File: config.mk
export PLATFORM = sky130hd
export DESIGN_NAME = traffic_demand_arbiter
export DESIGN_NICKNAME = d
export VERILOG_FILES = /design/src/rtl/traffic_demand_arbiter_pkg.sv /design/src/rtl/traffic_demand_arbiter_det_debounce.sv /design/src/rtl/traffic_demand_arbiter.sv
export SDC_FILE = /design/constraint.sdc
export NUM_CORES = 1
export LEC_CHECK = 0
export ABC_AREA = 1
export BUFFER_PORTS_ARGS = -buffer_cell sky130_fd_sc_hd__clkbuf_2
export CAP_MARGIN = 10
export CORE_MARGIN = 2
export CORE_UTILIZATION = 50
export CTS_CLUSTER_DIAMETER = 200
export DETAILED_ROUTE_END_ITERATION = 12
export PLACE_DENSITY = 0.67
export REMOVE_ABC_BUFFERS = 1
export SYNTH_ARGS = -nofsm -noshare
export SYNTH_HDL_FRONTEND = slang
export SYNTH_HIERARCHICAL = 1
export SYNTH_SLANG_ARGS = --single-unit
File: constraint.sdc
create_clock -name clk -period 3.9 [get_ports clk]
set_input_delay 0.195 -clock clk [delete_from_list [all_inputs] [get_ports clk]]
set_output_delay 0.195 -clock clk [all_outputs]
set_load 0.01 [all_outputs]
File: src/rtl/traffic_demand_arbiter_pkg.sv
// Shared types and constants for the traffic demand arbiter.
// Holds direction codes, arbiter states and the round-robin picker.
package traffic_demand_arbiter_pkg;

    localparam int unsigned NUM_DIR          = 4;
    localparam int unsigned DEBOUNCE_DEFAULT = 4;

    typedef enum logic [1:0] {
        DIR_E = 2'd0,
        DIR_W = 2'd1,
        DIR_N = 2'd2,
        DIR_S = 2'd3
    } dir_e;

    typedef enum logic [1:0] {
        ST_IDLE     = 2'd0,
        ST_OFFER    = 2'd1,
        ST_EMG      = 2'd2,
        ST_EMG_HOLD = 2'd3
    } arb_state_e;

    // First set bit searching upward from last+1; the downward scan lets
    // the nearest candidate overwrite the farther ones.
    function automatic logic [1:0] rr_pick(
        input logic [NUM_DIR-1:0] req,
        input logic [1:0]         last
    );
        logic [1:0] idx;
        logic [1:0] pick;
        pick = last + 2'd1;
        for (int k = 4; k >= 1; k--) begin
            idx = last + 2'(k);
            if (req[idx]) begin
                pick = idx;
            end
        end
        return pick;
    endfunction

endpackage

File: src/rtl/traffic_demand_arbiter_det_debounce.sv
// One loop-detector lane: 2-FF synchroniser and saturating debounce counter.
// Emits a single-cycle qualified pulse when the count reaches its limit.
module traffic_demand_arbiter_det_debounce
    import traffic_demand_arbiter_pkg::*;
#(
    parameter int unsigned DEBOUNCE_CYC = DEBOUNCE_DEFAULT
) (
    input  logic clk,
    input  logic rst,
    input  logic det_i,
    input  logic clr_i,
    output logic qualified_o
);

    localparam logic [3:0] LIMIT = 4'(DEBOUNCE_CYC);

    logic [1:0] sync_q;
    logic [3:0] cnt_q;
    logic [3:0] cnt_d;
    logic       qual_q;
    logic       qual_d;

    always_comb begin
        cnt_d  = cnt_q;
        qual_d = 1'b0;
        if (clr_i) begin
            cnt_d = 4'd0;
        end else if (!sync_q[1]) begin
            cnt_d = 4'd0;
        end else if (cnt_q != LIMIT) begin
            cnt_d  = cnt_q + 4'd1;
            qual_d = (cnt_q == LIMIT - 4'd1);
        end
    end

    always_ff @(posedge clk or negedge rst) begin
        if (!rst) begin
            sync_q <= 2'b00;
            cnt_q  <= 4'd0;
            qual_q <= 1'b0;
        end else begin
            sync_q <= {sync_q[0], det_i};
            cnt_q  <= cnt_d;
            qual_q <= qual_d;
        end
    end

    assign qualified_o = qual_q;

endmodule

File: src/rtl/traffic_demand_arbiter.sv
// Turns four loop detectors plus an emergency request into a valid/ready
// stream of phase requests: sticky demands, round-robin, emergency first.
module traffic_demand_arbiter
    import traffic_demand_arbiter_pkg::*;
#(
    parameter int unsigned DEBOUNCE_CYC = DEBOUNCE_DEFAULT
) (
    input  logic       clk,
    input  logic       rst,
    input  logic       det_e,
    input  logic       det_w,
    input  logic       det_n,
    input  logic       det_s,
    input  logic       emg,
    input  logic [1:0] emg_dir,
    output logic       req_valid,
    output logic [1:0] req_dir,
    output logic       req_emg,
    input  logic       req_ready,
    output logic [3:0] pending
);

    logic [NUM_DIR-1:0] det_raw;
    logic [NUM_DIR-1:0] qual;
    logic [NUM_DIR-1:0] clr_vec;
    logic [NUM_DIR-1:0] pending_q;
    logic [NUM_DIR-1:0] pending_d;

    logic       emg_meta_q;
    logic       emg_sync_q;
    logic       emg_q;
    logic [1:0] edir_meta_q;
    logic [1:0] edir_sync_q;
    logic [1:0] edir_q;

    arb_state_e state_q;
    arb_state_e state_d;
    logic [1:0] dir_q;
    logic [1:0] dir_d;
    logic [1:0] last_q;
    logic [1:0] last_d;

    assign det_raw = {det_s, det_n, det_w, det_e};

    for (genvar i = 0; i < NUM_DIR; i++) begin : g_det
        traffic_demand_arbiter_det_debounce #(
            .DEBOUNCE_CYC(DEBOUNCE_CYC)
        ) u_deb (
            .clk        (clk),
            .rst        (rst),
            .det_i      (det_raw[i]),
            .clr_i      (clr_vec[i]),
            .qualified_o(qual[i])
        );
    end

    // Extra stage after the synchroniser lines the emergency path up with
    // the detector qualification pipeline.
    always_ff @(posedge clk or negedge rst) begin
        if (!rst) begin
            emg_meta_q  <= 1'b0;
            emg_sync_q  <= 1'b0;
            emg_q       <= 1'b0;
            edir_meta_q <= 2'd0;
            edir_sync_q <= 2'd0;
            edir_q      <= 2'd0;
        end else begin
            emg_meta_q  <= emg;
            emg_sync_q  <= emg_meta_q;
            emg_q       <= emg_sync_q;
            edir_meta_q <= emg_dir;
            edir_sync_q <= edir_meta_q;
            edir_q      <= edir_sync_q;
        end
    end

    always_comb begin
        state_d   = state_q;
        dir_d     = dir_q;
        last_d    = last_q;
        clr_vec   = '0;
        req_valid = 1'b0;
        req_emg   = 1'b0;
        unique case (state_q)
            ST_IDLE: begin
                if (emg_q) begin
                    dir_d   = edir_q;
                    state_d = ST_EMG;
                end else if (|pending_q) begin
                    dir_d   = rr_pick(pending_q, last_q);
                    state_d = ST_OFFER;
                end
            end
            ST_OFFER: begin
                req_valid = 1'b1;
                if (req_ready) begin
                    clr_vec[dir_q] = 1'b1;
                    last_d         = dir_q;
                    state_d        = ST_IDLE;
                end
            end
            ST_EMG: begin
                req_valid = 1'b1;
                req_emg   = 1'b1;
                if (req_ready) begin
                    clr_vec[dir_q] = 1'b1;
                    state_d        = ST_EMG_HOLD;
                end
            end
            ST_EMG_HOLD: begin
                if (!emg_q) begin
                    state_d = ST_IDLE;
                end
            end
            default: begin
                state_d = ST_IDLE;
            end
        endcase
    end

    // Clear beats a coincident qualify so a granted lane must re-qualify.
    assign pending_d = (pending_q | qual) & ~clr_vec;

    always_ff @(posedge clk or negedge rst) begin
        if (!rst) begin
            state_q   <= ST_IDLE;
            dir_q     <= DIR_E;
            last_q    <= DIR_S;
            pending_q <= '0;
        end else begin
            state_q   <= state_d;
            dir_q     <= dir_d;
            last_q    <= last_d;
            pending_q <= pending_d;
        end
    end

    assign req_dir = dir_q;
    assign pending = pending_q;

endmodule

# Word level (Yosys, flattened, before mapping)
# Cells that the tools add are included.
# classes
n_addsub	7
multipliers	0
div	0
order_cmp	6
n_eq_ne	19
n_shift	0
mux	50
bitwise	3
reduce_logical	8
# op_table
op	n
$mux 4	14
$mux 2	11
$mux 1	19
$add 4x1->4 const B	4
$eq 4x2->1 const B	4
$ne 4x3->1 const B	4
$lt 2x3->1 const B	5
$ne 3x3->1 const B	5
$bmux 1 s2	4
$pmux 2 s4	1
$ne 2x2->1 const B	3
$add 2x2->2 const B	2
$and 4x4->4	1
$eq 2x2->1 const B	2
$not 4->4	1
$or 4x4->4	1
$reduce_and 2->1	2
$reduce_and 4->1	1
$reduce_or 4->1	1
$add 2x1->2 const B	1
$demux 1 s2	1
$eq 2x1->1 const B	1
$ge 2x1->1 const B	1
$logic_not 2->1	1
other kinds (3)	3
# totals
ff_bits	47
latch_bits	0
mem_bits_rw	0
mem_bits_ro	0
input_bits	10
output_inout_bits	8
memories	0

# Logic depth before layout (Yosys ltp)
# logic_depth
ltp_word	8
ltp_mapped	13
depth_no_buf	12

# Cells and area by module
# Netlist, hierarchy kept.
# modules_own_cells
module	instances	cells_per_inst	area_per_inst_um2	seq_area_each_um2
traffic_demand_arbiter_det_debounce (g_det[1].u_deb ...)	3	37	341.6	175.2
traffic_demand_arbiter	1	115	948.4	478.0
traffic_demand_arbiter_det_debounce (g_det[0].u_deb)	1	37	339.1	175.2

# Worst setup path before layout
# Ideal clock, no wire load.
# synth_path
path_type	flip-flop to flip-flop
startpoint	register state_q[0]
endpoint	register g_det[1].u_deb.cnt_q[0]
t_arrival_ps	1528
required_time_ps	3783
path_slack_ps	2255
path_stages_with_launch	10
n_path_buf	0
period_less_slack_ps	1645
path_cell_list	dfrtp_1 -> inv_1 -> ha_1 -> inv_1 -> nor4_1 -> inv_1 -> nand2_1 -> nor2_4 -> nand2_1 -> nand2_1
# synth_via
elab_chain_len	4
# synth_rtl
item	line_no	source
from (decl)	traffic_demand_arbiter.sv:36	arb_state_e state_q;
from (signal assigned)	traffic_demand_arbiter.sv:131	state_q <= state_d;
$eq 2x2->1 / $eq 2x1->1 (equally long branches)	traffic_demand_arbiter.sv:84	unique case (state_q)
$reduce_or 2->1 (no source line) (*)	n/a	
$mux 4 (*)	n/a	
net clr_vec[1]	traffic_demand_arbiter.sv:25	logic [NUM_DIR-1:0] clr_vec;
$ne 3x3->1 (no source line) / $mux 4 (equally long branches)	n/a	
to (signal assigned)	traffic_demand_arbiter_det_debounce.sv:43	cnt_q <= cnt_d;
to (decl)	traffic_demand_arbiter_det_debounce.sv:18	logic [3:0] cnt_q;
# The timed path passes the listed nets; every way through them passes the cells marked *.
# A chain may end at the register's enable or synchronous reset.

# Final worst setup path
# layout_path
startpoint	register state_q[0]
endpoint	register g_det[3].u_deb.cnt_q[2]
# layout_via
elab_chain_len	4
# layout_rtl
item	line_no
$eq 2x2->1 / $eq 2x1->1 (equally long branches)	traffic_demand_arbiter.sv:84
$reduce_or 2->1 (no source line) (*)	n/a
$mux 4 (*)	n/a
net clr_vec[3]	traffic_demand_arbiter.sv:25
$ne 3x3->1 (no source line) / $mux 4 (equally long branches)	n/a
to (signal assigned)	traffic_demand_arbiter_det_debounce.sv:43
to (decl)	traffic_demand_arbiter_det_debounce.sv:18
# Marked as above.

==> flow_metrics.tcl <==
set metrics [dict create \
    status "finished clean" \
    synth_seq_cells 47 \
    start_kind "register" \
    grt_pass1_wl_mm 7.13 \
    cts_root_buf "clkbuf_8" \
    nets 317 \
    coreArea_mm2 0.00441 \
    synth_top_area_cell "dfrtp_1" \
    drt-total-wl_mm 3.87 \
    nFillCells 401 \
    grt_setup_unrepaired "false" \
    fin_ws_ps 2050 \
    yosysWarnings 6 \
    fin_setup_tns_ps 0 \
    hold_class "primary input to register" \
    htreeDepth 2 \
    die_height_um 72.0 \
    avgViaCountPerCell 4.91 \
    period_share_pct 47.5 \
    synth_area_mm2 0.00231 \
    cts_tree "yes" \
    path_common_cell "inv_1" \
    vias 1703 \
    ios 18 \
    slew_headroom_pct 58.2 \
    maxCapViolCount 0 \
    fin_skew_ps 4.88 \
    grt_max_degree 48 \
    antenna_found_initial 0 \
    drc 0 \
    powerDensity_mw_per_mm2 708 \
    path_clk_slew_ps 80 \
    syn2layout_area_growth_pct 14.4 \
    cts_hold_buf 7 \
    synth_ff_type "dfrtp_1" \
    synth_edf_count 0 \
    hold_viol_final 0 \
    power.leakage_nw 1.36 \
    synth.most_common_cell "nand2_1" \
    cp.arrival_ps 2040 \
    dieArea_mm2 0.00518 \
    setup_viol 0 \
    gp_congestion 0.883 \
    synth_top_area_share_pct 48.7 \
    crit_chain "inv_1, ha_1, inv_1, nor4_1, inv_1, nand2_1, nor2_4, inv_1, nand2_1" \
    worst_pin_slew_ps 622 \
    drt_pass1_iterations 4 \
    cts_inserted_buffers 5 \
    track_usage_pct 17.8 \
    gr-total-overflow 0 \
    clock_sinks 47 \
    rows 24 \
    slowest_delay_ps 480 \
    port_buffers 17 \
    drive_gt1_share_pct 17.3 \
    async_reset_ff_share_pct 100 \
    drtIter0Drc 69 \
    clk_latency_ps 290 \
    critPathCaptureType "register" \
    finalPower_mw 1.87 \
    grt_pass1_vias 1652 \
    ys_top_cells_by_count "nand2_1 (72), dfrtp_1 (45), inv_1 (39)" \
    path_class "register to register" \
    start_util_pct 52.4 \
    synthCells 263 \
    critPathMaxFanout 4 \
    fmax_mhz 540 \
    cts_resized 0 \
    max-clock-path-buffers 2 \
    ir_drop_mv 0.345 \
    crit_required_ps 4090 \
    pre_cts_slack_ps 2000 \
    cts_setup_buffers 0 \
    yosysUniqueCellTypes 24 \
    antenna_cells 0 \
    hpwlAfterDp_mm 2.99 \
    seq_area_frac_synth_pct 51.0 \
    syn_area_per_cell_um2 8.79 \
    slowest_stage "nor4_1" \
    synthTopCellsByArea "dfrtp_1 (49%), nand2_1 (12%), ha_1 (7.0%)" \
    min_period_ps 1850 \
    wire_per_inst_um 11.2 \
    slew_viol_final 0 \
    ant_nets 0 \
    die_x_um 72.0 \
]
## kinds of logic (layout without fill, tap and decap cells)
logic type	Yosys count	in the layout	synth area share [%]
xor+xnor	3	3	1.14
buf+inv	46	78	7.90
simple gates	139	139	29.3
flops	47	47	51.0
fa+ha+maj	13	13	7.03
compound gates	15	15	3.63
## cells in the final DEF (no fill, tap or decap), types with 5 or more instances in the layout
cell type / n
ha_1: 13
o21ai_0: 6
dfrtp_1: 45
nor2_1: 16
clkbuf_2: 17
inv_2: 5
nand2_1: 72
inv_1: 39
dlygate4sd3_1: 7
clkbuf_8: 6
nand4_1: 5
nand3_1: 22
## sequential cells by signal, summed over array words and instances, names as in the netlist
| signal | count |
|---|---|
| last_q | 2 |
| g_det.u_deb/qualified_o | 4 |
| g_det.u_deb/cnt_q | 16 |
| state_q | 2 |
| pending | 4 |
| edir_sync_q | 2 |
| emg_sync_q | 1 |
| req_dir | 2 |
| emg_meta_q | 1 |
| g_det.u_deb/sync_q | 8 |
| edir_q | 2 |
| emg_q | 1 |
| edir_meta_q | 2 |
## worst max-delay path: cells and delay by family, from the launching register on
kind          cells  cell delay [ps]
fa+ha+maj         1              310
buf+inv           4              320
simple gates      4              730
flops             1              390
## per-layer routing
metal  vias to the layer above  GRT usage, %  wire (um)
met5                         -             0          0
met4                         0          8.60         69
met3                         6          3.19        208
met2                        33          27.4       1690
met1                       776          24.7       1900
li1                        888             -          -
## where the power goes
| group | leakage (nW) | switching [mW] | internal (mW) |
|---|---|---|---|
| logic | 0.713 | 0.459 | 0.286 |
| clock network | 0.0612 | 0.150 | 0.207 |
| registers | 0.587 | 0.158 | 0.614 |
| total | 1.36 | 0.767 | 1.11 |
## cell type report
type | count | area [um2] | area share, %
Clock buffer | 6 | 82.6 | 3.12
Timing Repair Buffer | 25 | 163 | 6.15
Multi-Input combinational cell | 170 | 951 | 35.9
Inverter | 45 | 171 | 6.48
Sequential cell | 47 | 1180 | 44.5
Tap cell | 52 | 65.1 | 2.46
Clock inverter | 2 | 35.0 | 1.32
## final timing paths
kind / slack (ps) / end / start / depth (start not counted)
max reg2reg: 2050 / g_det[3].u_deb/cnt_q[2]$_DFFE_PN0P_ / state_q[0]$_DFFE_PN0P_ / 9
min in group asynchronous: 520 / g_det[0].u_deb/cnt_q[1]$_DFFE_PN0P_ / rst / 3
min: 10 / g_det[2].u_deb/sync_q[0]$_DFF_PN0_ / det_n / 1
max: 2050 / g_det[3].u_deb/cnt_q[2]$_DFFE_PN0P_ / state_q[0]$_DFFE_PN0P_ / 9
max in group asynchronous: 3000 / g_det[0].u_deb/sync_q[1]$_DFF_PN0_ / rst / 3
min reg2reg: 350 / g_det[1].u_deb/sync_q[1]$_DFF_PN0_ / g_det[1].u_deb/sync_q[0]$_DFF_PN0_ / 0
## per-stage QoR
stage | hold slack (ps) | std cells | util, % | area [um2]
after floorplan | -101 | 262 | - | 2300
after CTS | 1.69 | 347 | 59.9 | 2650
final | 12.9 | 347 | 59.9 | 2650
after global routing | 0.521 | 347 | 59.9 | 2650
after global placement | 304 | 332 | 55.7 | 2460
after detailed placement | 305 | 332 | 55.7 | 2460
Power figures use the tool's default switching activity.
